<file path="src/rtl/kernel_product_sched.sv">
// Round-robin issue scheduler for the 7x7 kernel product unit: grants one requester per cycle,
// tags each issue through a fixed-latency pipeline and tracks per-requester result-buffer credits.
module kernel_product_sched #(
   parameter int NUM_REQ   = 2,
   parameter int LATENCY   = 2,
   parameter int RES_DEPTH = 4,
   localparam int SELW     = (NUM_REQ > 1) ? $clog2(NUM_REQ) : 1,
   localparam int CW       = $clog2(RES_DEPTH + 1)
) (
   input  logic               clk,
   input  logic               rst_n,
   input  logic               enable,
   input  logic [NUM_REQ-1:0] req_valid,
   output logic [NUM_REQ-1:0] req_ready,
   output logic               mul_valid,
   output logic [SELW-1:0]    mul_sel,
   input  logic               mul_result_valid,
   output logic [NUM_REQ-1:0] res_valid,
   input  logic [NUM_REQ-1:0] res_pop,
   output logic               busy,
   output logic               err
);

   logic [SELW-1:0]                rr_ptr_q, rr_ptr_d;
   logic [NUM_REQ-1:0][CW-1:0]     credit_q, credit_d;
   logic [LATENCY-1:0]             stg_valid_q, stg_valid_d;
   logic [LATENCY-1:0][SELW-1:0]   stg_id_q, stg_id_d;
   logic                           err_q, err_d;

   logic [NUM_REQ-1:0] elig;
   logic [NUM_REQ-1:0] grant;
   logic               found;
   logic [SELW-1:0]    win;
   logic [SELW-1:0]    idx;

   // Grant: first eligible requester at or after rr_ptr, wrapping.
   always_comb begin
      found = 1'b0;
      win   = '0;
      idx   = '0;
      grant = '0;
      for (int i = 0; i < NUM_REQ; i++) begin
         elig[i] = enable & req_valid[i] & (credit_q[i] != '0);
      end
      for (int i = 0; i < NUM_REQ; i++) begin
         idx = SELW'((int'(rr_ptr_q) + i) % NUM_REQ);
         if (!found && elig[idx]) begin
            found = 1'b1;
            win   = idx;
         end
      end
      if (found) begin
         grant[win] = 1'b1;
      end
   end

   assign req_ready = grant;
   assign mul_valid = found;
   assign mul_sel   = win;
   assign busy      = |stg_valid_q;
   assign err       = err_q;

   always_comb begin
      for (int k = 0; k < NUM_REQ; k++) begin
         res_valid[k] = stg_valid_q[LATENCY-1] & mul_result_valid &
                        (stg_id_q[LATENCY-1] == SELW'(k));
      end
   end

   always_comb begin
      rr_ptr_d = rr_ptr_q;
      if (found) begin
         rr_ptr_d = (int'(win) == NUM_REQ - 1) ? '0 : win + 1'b1;
      end

      // The product unit never stalls, so the tag pipeline shifts every cycle.
      stg_valid_d[0] = found;
      stg_id_d[0]    = win;
      for (int i = 1; i < LATENCY; i++) begin
         stg_valid_d[i] = stg_valid_q[i-1];
         stg_id_d[i]    = stg_id_q[i-1];
      end

      err_d = err_q | (mul_result_valid != stg_valid_q[LATENCY-1]);

      // Pop and issue on the same requester cancel; a pop into a full credit pool is dropped.
      for (int k = 0; k < NUM_REQ; k++) begin
         credit_d[k] = credit_q[k];
         if (res_pop[k] && !grant[k]) begin
            if (credit_q[k] == CW'(RES_DEPTH)) begin
               err_d = 1'b1;
            end else begin
               credit_d[k] = credit_q[k] + 1'b1;
            end
         end else if (!res_pop[k] && grant[k]) begin
            credit_d[k] = credit_q[k] - 1'b1;
         end
      end
   end

   always_ff @(posedge clk or negedge rst_n) begin
      if (!rst_n) begin
         rr_ptr_q    <= '0;
         stg_valid_q <= '0;
         stg_id_q    <= '0;
         err_q       <= 1'b0;
         for (int k = 0; k < NUM_REQ; k++) begin
            credit_q[k] <= CW'(RES_DEPTH);
         end
      end else begin
         rr_ptr_q    <= rr_ptr_d;
         stg_valid_q <= stg_valid_d;
         stg_id_q    <= stg_id_d;
         err_q       <= err_d;
         credit_q    <= credit_d;
      end
   end

endmodule

</file>
<file path="config.mk">
export PLATFORM = sky130hd
export DESIGN_NAME = kernel_product_sched
export DESIGN_NICKNAME = d
export VERILOG_FILES = /design/src/rtl/kernel_product_sched.sv
export SDC_FILE = /design/constraint.sdc
export NUM_CORES = 1
export LEC_CHECK = 0
export CAP_MARGIN = 10
export CORE_MARGIN = 3
export CORE_UTILIZATION = 27
export CTS_CLUSTER_SIZE = 40
export DETAILED_ROUTE_END_ITERATION = 12
export PLACE_DENSITY = 0.46
export SKIP_LAST_GASP = 1
export SLEW_MARGIN = 10
export SYNTH_ARGS = -nofsm -noshare
export SYNTH_HDL_FRONTEND = slang
export SYNTH_SLANG_ARGS = --single-unit
</file>
<file path="constraint.sdc">
create_clock -name clk -period 3.8 [get_ports clk]
set_input_delay 0.76 -clock clk [delete_from_list [all_inputs] [get_ports clk]]
set_output_delay 0.76 -clock clk [all_outputs]
set_load 0.005 [all_outputs]
</file>
==> metrics.md <==
| Metric | Value |
|---|---|
| Status | `finished, final reports clean` |
| Worst-margin pin slew | `0.5430 ns` |
| Crit path launch | `enable` |
| Post-Syn Area | `735.7 um2` |
| Synth unique cells | `37` |
| CTS tree | `built` |
| Worst VDD drop | `0.0002710 V` |
| Clk sink count | `12` |
| Syn Area/Cell | `11.15 um2` |
| Post-Layout Cell Count | `113` |
| Routed wire per std cell | `12.35 um` |
| Core Box Area | `0.002545 mm2` |
| Ys flop type | `dfrtp_1` |
| CP peak stage delay | `0.57 ns` |
| PortBufs | `15` |
| Critical path class | `in -> out` |
| Number of remaining DRC errors | `0` |
| Final core utilization | `37.36%` |
| Ant diodes | `0` |
| # setup viols final | `0` |
| Die H | `58.20 um` |
| GRT overflow | `0` |
| Lkg Pwr | `0.3868 nW` |
| EDFF count, synth | `0` |
| Via count | `552` |
| Iteration-0 DRC Markers | `8` |
| Post-detail-place hpwl | `1118 um` |
| Post-CTS sizing | `0` |
| Setup TNS | `0 ns` |
| Met2 WL post-DR | `689 um` |
| Cells after synthesis | `66` |
| I/O pins | `16` |
| Crit-path most repeated cell | `clkdlybuf4s50_1` |
| Row count | `18` |
| Worst r2r src | `credit_q[0]` |
| Final Hold Vio Count | `0` |
| CP max-delay cell | `clkdlybuf4s50_1` |
| Synth warn | `0` |
| WP data required | `3.04 ns` |
| Clk pin slew, worst setup/hold paths | `0.08 ns` |
| Synth-to-Final Area Change | `29.25%` |
| Via density | `4.885` |
| RSZ-0062 raised after global routing | `false` |
| ANT nets after route | `0` |
| Power Density | `633.9 mW/mm2` |
| CTS Buffer Depth | `2` |
| Part of the cycle the worst path needs | `81.52%` |
| WL met3 | `81 um` |
| Reg2Reg Setup Slack | `1.58 ns` |
| Fin area | `950.9 um2` |
| Top cell type's share of synthesized area | `34.01%` |
| Final critical-path setup slack | `0.7021 ns` |
| Cell Area, Placed | `914.6 um2` |
| Dpl cells | `109` |
| Slew Limit Headroom | `63.69%` |
| HP Class | `reg -> reg` |
| DIE AREA | `0.003387 mm2` |
| CTS hold repair buffers | `0` |
| DR top layer | `met3` |
| Register area share after synthesis | `41.16%` |
| CTS H-tree depth | `1` |
| Crit path buf inv count | `3` |
| Crit path max-delay family | `buffers and inverters` |
| NumNets Final | `95` |
| Largest net degree at the start of global routing | `13` |
| Metal1 wirelength | `625 um` |
| Drt total wl | `1396 um` |
| Clk_lat worst skew | `0.27 ns` |
| CP Cell Sequence | `clkdlybuf4s50_1 > o311ai_4 > a21o_4 > clkinv_2 > clkdlybuf4s50_1` |
| Min-delay src | `stg_id_d[1]` |
| Number of synthesized register bits | `12` |
| First-pass GRT wire length | `2352 um` |
| Die Wd | `58.20 um` |
| Initial antenna violation count | `0` |
| Global placer's final weighted congestion | `0.6721` |
| Pre-antenna DRT Iters | `4` |
| Max Cap Violations | `0` |
| Minimum clock period | `3.098 ns` |
| Setup Fix Bufs, Post-CTS | `0` |
| GRT Total Usage | `9.301%` |
| Max Slew Vio Count | `0` |
| Syn nets | `77` |
| Max Clock Skew | `0.0003294 ns` |
| Setup WS pre-CTS | `0.6889 ns` |
| Nature of the critical path startpoint | `input port` |
| CP Capture Type | `primary output` |
| Initial core utilization | `28.91%` |
| Clock root cell | `clkbuf_4` |
| Critical Path Fanout Max | `6` |
| Post-synthesis async set-or-reset flop share | `100.0%` |
| Fmax | `322.8 MHz` |
| Arr. time, crit path | `2.34 ns` |
| Dominant cells by area after synthesis | `dfrtp_1, dfstp_2, fa_1, mux2i_1, o311ai_4` |
| Vias in the first global route | `506` |
| Layout cells sized above 1 | `19.28%` |
| Cell taking the most area after synthesis | `dfrtp_1` |
| Total CTS buffers | `3` |
==> where the power goes <==
part	switching [mW]	leakage (nW)	total [mW]	internal [mW]
Clock	0.0447	0.0210	0.103	0.0583
Sequential	0.0799	0.142	0.262	0.182
Combinational	0.106	0.224	0.238	0.132
Total	0.231	0.387	0.603	0.372
==> kinds of logic after synthesis <==
logic type,share of synthesized area (%)
multiplexers,5.612
XOR/XNOR,2.381
AO/OA/AOI/OAI,24.15
adder cells (fa/ha/maj),7.143
AND/OR/NAND/NOR,16.50
buffers and inverters,3.060
flip-flops,41.16
==> layout by cell type, fill, tap and decap left out <==
cell	Yosys	routed
a2111oi_2	1	1
a21o_4	1	1
a21oi_1	1	1
a22o_1	1	1
a311oi_1	1	1
and2_1	1	1
clkbuf_4	0	3
clkbuf_8	0	1
clkdlybuf4s50_1	0	15
clkinv_2	2	2
dfrtp_1	10	10
dfstp_2	2	2
fa_1	2	2
ha_1	1	1
inv_1	1	1
mux2_2	1	1
mux2i_1	3	3
nand2_1	6	6
nand3_1	5	5
nand3b_1	1	1
nand4b_1	1	1
nor2_1	3	3
nor2b_1	2	2
nor3_1	1	1
nor3b_1	1	1
o2111ai_1	1	1
o211ai_1	1	1
o21a_1	1	1
o21ai_0	3	3
o21ai_1	1	1
o21ai_4	1	1
o2bb2ai_1	1	1
o311a_4	1	1
o311ai_0	1	1
o311ai_4	1	1
or2_2	1	1
or3b_2	1	1
xnor2_1	2	2
==> through the flow <==
stage          hold slack (ns)  total power, mW
2_1_floorplan           0.3312           0.4221
3_3_place_gp            0.3368           0.5073
3_5_place_dp            0.3347           0.5058
4_1_cts                 0.3536           0.6138
5_1_grt                 0.3682           0.6603
6_report                0.3526           0.6028
==> worst paths after layout <==
kind / endpoint / cells after the start
max in group asynchronous: credit_q[2] / 1
min in group asynchronous: err / 1
max: req_ready[0] / 5
min: stg_id_q[1] / 0
max reg2reg: credit_q[2] / 7
min reg2reg: stg_id_q[1] / 0
==> layer usage <==
layer	global-route usage (%)	vias up
met1	11.55	261
li1	-	281
met4	0.9934	0
met5	0	-
met2	14.84	10
met3	4.900	0
==> synthesized netlist by cell type, types with 2 or more instances <==
| cell | instances |
|---|---|
| dfrtp_1 | 10 |
| nand2_1 | 6 |
| nand3_1 | 5 |
| mux2i_1 | 3 |
| nor2_1 | 3 |
| o21ai_0 | 3 |
| clkinv_2 | 2 |
| dfstp_2 | 2 |
| fa_1 | 2 |
| nor2b_1 | 2 |
| xnor2_1 | 2 |
==> state kept, by name, indices dropped and copies added, names as in the netlist <==
register and cells:
credit_q 6, stg_valid_q 2, err 1, rr_ptr_q 1, stg_id_d 1, stg_id_q 1
==> worst reg2reg max path, delay by kind of cell, from the launching register on <==
kind	cells	cell delay (ns)
flops	1	0.49
fa+ha+maj	1	0.43
compound gates	4	1.08
simple gates	2	0.15
==> final cells by class <==
type                       count  area [um2]
fill                         261        1594
timing repair buffer          15       150.1
inverter                       3       13.76
tap                           30       37.54
multi-input combinational     49       410.4
sequential                    12       302.8
clock buffer                   4       36.28
No activity file was read; power rests on OpenSTA's default activity.
==> RTL edit, RTL diff (config.mk and constraints unchanged) <==
Change the parameter `RES_DEPTH` from 4 to 8.
--- a/src/rtl/kernel_product_sched.sv
+++ b/src/rtl/kernel_product_sched.sv
@@ -3,7 +3,7 @@
 module kernel_product_sched #(
    parameter int NUM_REQ   = 2,
    parameter int LATENCY   = 2,
-   parameter int RES_DEPTH = 4,
+   parameter int RES_DEPTH = 8,
    localparam int SELW     = (NUM_REQ > 1) ? $clog2(NUM_REQ) : 1,
    localparam int CW       = $clog2(RES_DEPTH + 1)
 ) (
Formal check against the unedited RTL: not equivalent (a bounded check fails within 10 cycles, from zero or initial values and one cycle with rst_n low).
==> RTL edit against the unedited design <==
- synthesized area increased by 12%
- sequential power increased by 4%
- non-clock buffer count unchanged
- sequential share of layout area increased by 2.2 points
- worst hold slack improved by 0.018 ns
- register-to-register slack got worse by 0.52 ns
- first-iteration DRC count decreased by 13%
- power increased by 12%
- worst setup slack improved by 0.018 ns
- count of clock-buffer cells in the layout unchanged
- wire length increased by 14%
- sequential cell count increased by 2
- final area increased by 8.9%
- critical endpoint is now mul_sel
==> RTL edit: results (changes against the unedited design) <==
timing:
  skew_ns: 0.00641  # was 0.000329 ns
  slew_headroom: 0.579  # was 0.637
logic_synthesis:
  synth_edf_count: 0  # unchanged
  ys_top_cells_by_count: "dfrtp_1 (12), xnor2_1 (6), ha_1 (5), nor2_1 (5)"  # was dfrtp_1 (10), nand2_1 (6), nand3_1 (5)
  syn_nets: 88  # was 77
  ys_warn_count: 0  # unchanged
  synth_fa_ha_area_frac: 0.125  # was 0.0714
  synthCells: 73  # was 66
  synthArstFlopShare: 1.00  # unchanged
  synth_compound_area_frac: 0.140  # was 0.241
  synth_cell_type_count: 31  # was 37
  yosys-top-cells-area: "dfrtp_1 (37%), ha_1 (7.6%), dfstp_2 (6.4%)"  # was dfrtp_1 (34%), dfstp_2 (7.1%), fa_1 (5.4%)
  synth.area.mux_share: 0.0381  # was 0.0561
  synthXorXnorAreaFrac: 0.0639  # was 0.0238
  synth_seq_area_share: 0.429  # was 0.412
global_routing:
  grt_max_degree: 15  # was 13
  gr-usage-all-layers: 0.102  # was 0.0930
  grt_pass1_vias: 607  # was 506
  antenna_found_initial: 0  # unchanged
  grt_pass1_wl_mm: 2.77  # was 2.35 mm
critical_path:
  path_delay_family: "buffers and inverters"  # unchanged
  critical-path-max-stage-delay_ns: 0.55  # was 0.57 ns
  critPathMaxFanout: 7  # was 6
  crit_end: "mul_sel"  # was req_ready[0]
  reg2reg_depth: 8  # was 7
  rr_startpoint: "credit_q[4]"  # was credit_q[0]
  r2r_end: "credit_q[3]"  # was credit_q[2]
  critPathLaunch: "enable"  # unchanged
  rrSetupSlack_ns: 1.06  # was 1.58 ns
  arrival_ns: 2.32  # was 2.34 ns
placed_design:
  dpl.hpwl_mm: 1.29  # was 1.12 mm
  place_inst: 118  # was 109
  dpl_cell_area_um2: 1000  # was 915 um^2
  gp_congestion: 0.696  # was 0.672
pwr:
  ir_drop_mv: 0.239  # was 0.271 mV
  p_leak_nw: 0.455  # was 0.387 nW
  p_sw_frac: 0.350  # was 0.383
detailed_routing:
  avgRoutedWirePerCell_um: 13.0  # was 12.4 um
  first_pass_iters: 4  # unchanged
  initialDrtViolationCount: 7  # was 8
  drt-total-wl_mm: 1.59  # was 1.40 mm
  routed-via-count: 582  # was 552
cts:
  max-clock-path-buffers: 2  # unchanged
  clk_latency_ns: 0.28
  clk_pin_slew_ns: 0.10  # was 0.08 ns
  numCtsBuffers: 3  # unchanged
  postCtsSetupRepairBufs: 0  # unchanged
cells_and_area:
  nets: 107  # was 95
  drive_above_1_share: 0.121  # was 0.193
  reg_top3: "credit_q x8, stg_valid_q x2"  # was credit_q x6, stg_valid_q x2
  num_antenna_cells: 0  # unchanged
  nFillCells: 296  # was 261
status:
  status: "finished clean"  # unchanged
[RTL edit: how the worst min path moves through the flow]
stage                           start           to  depth (start not counted)
after detailed placement  stg_id_d[1]  stg_id_q[1]                          0
after global routing      stg_id_d[1]  stg_id_q[1]                          0
after floorplan           stg_id_d[1]  stg_id_q[1]                          0
after global placement    stg_id_d[1]  stg_id_q[1]                          0
after CTS                 stg_id_d[1]  stg_id_q[1]                          0
final                     stg_id_d[1]  stg_id_q[1]                          0
[RTL edit: power groups by stage]
stage	Combinational (mW)	Sequential (mW)	Clock [mW]
CTS	0.299	0.275	0.114
floorplan	0.231	0.262	0
detailed placement	0.297	0.278	0
global placement	0.293	0.278	0
finish	0.293	0.273	0.110
global route	0.336	0.290	0.120
[RTL edit: cell families (layout without fill, tap and decap cells)]
group | count (synthesis) | in the layout
and+or+nand+nor | 26 | 26
AOI/OAI and AO/OA | 15 | 15
DFF | 14 | 14
adders and majority gates | 7 | 7
xor gates and xnor gates | 6 | 6
muxes | 3 | 3
buffers and inverters | 2 | 20
[RTL edit: stage by stage]
step / utilization / hold WS (ns) / setup WS [ns]
2_1_floorplan: - / 0.331 / 1.25
3_3_place_gp: 0.353 / 0.334 / 0.742
3_5_place_dp: 0.353 / 0.346 / 0.683
4_1_cts: 0.366 / 0.374 / 0.686
5_1_grt: 0.366 / 0.375 / 0.595
6_report: 0.366 / 0.371 / 0.720
[RTL edit: final cells by class]
cell class,instances,share of cell area
clock buffer,4,0.0350
inverter,1,0.00362
tap,31,0.0374
multi-input combinational,57,0.438
sequential,14,0.341
timing repair buffer,15,0.145
[RTL edit: layer usage]
| metal | track usage | part of all wire | vias up |
|---|---|---|---|
| met5 | 0 | 0 | - |
| met4 | 0.0372 | 0.012 | 0 |
| met3 | 0.0273 | 0.045 | 2 |
| met2 | 0.157 | 0.45 | 11 |
| met1 | 0.137 | 0.49 | 268 |
| li1 | - | - | 301 |
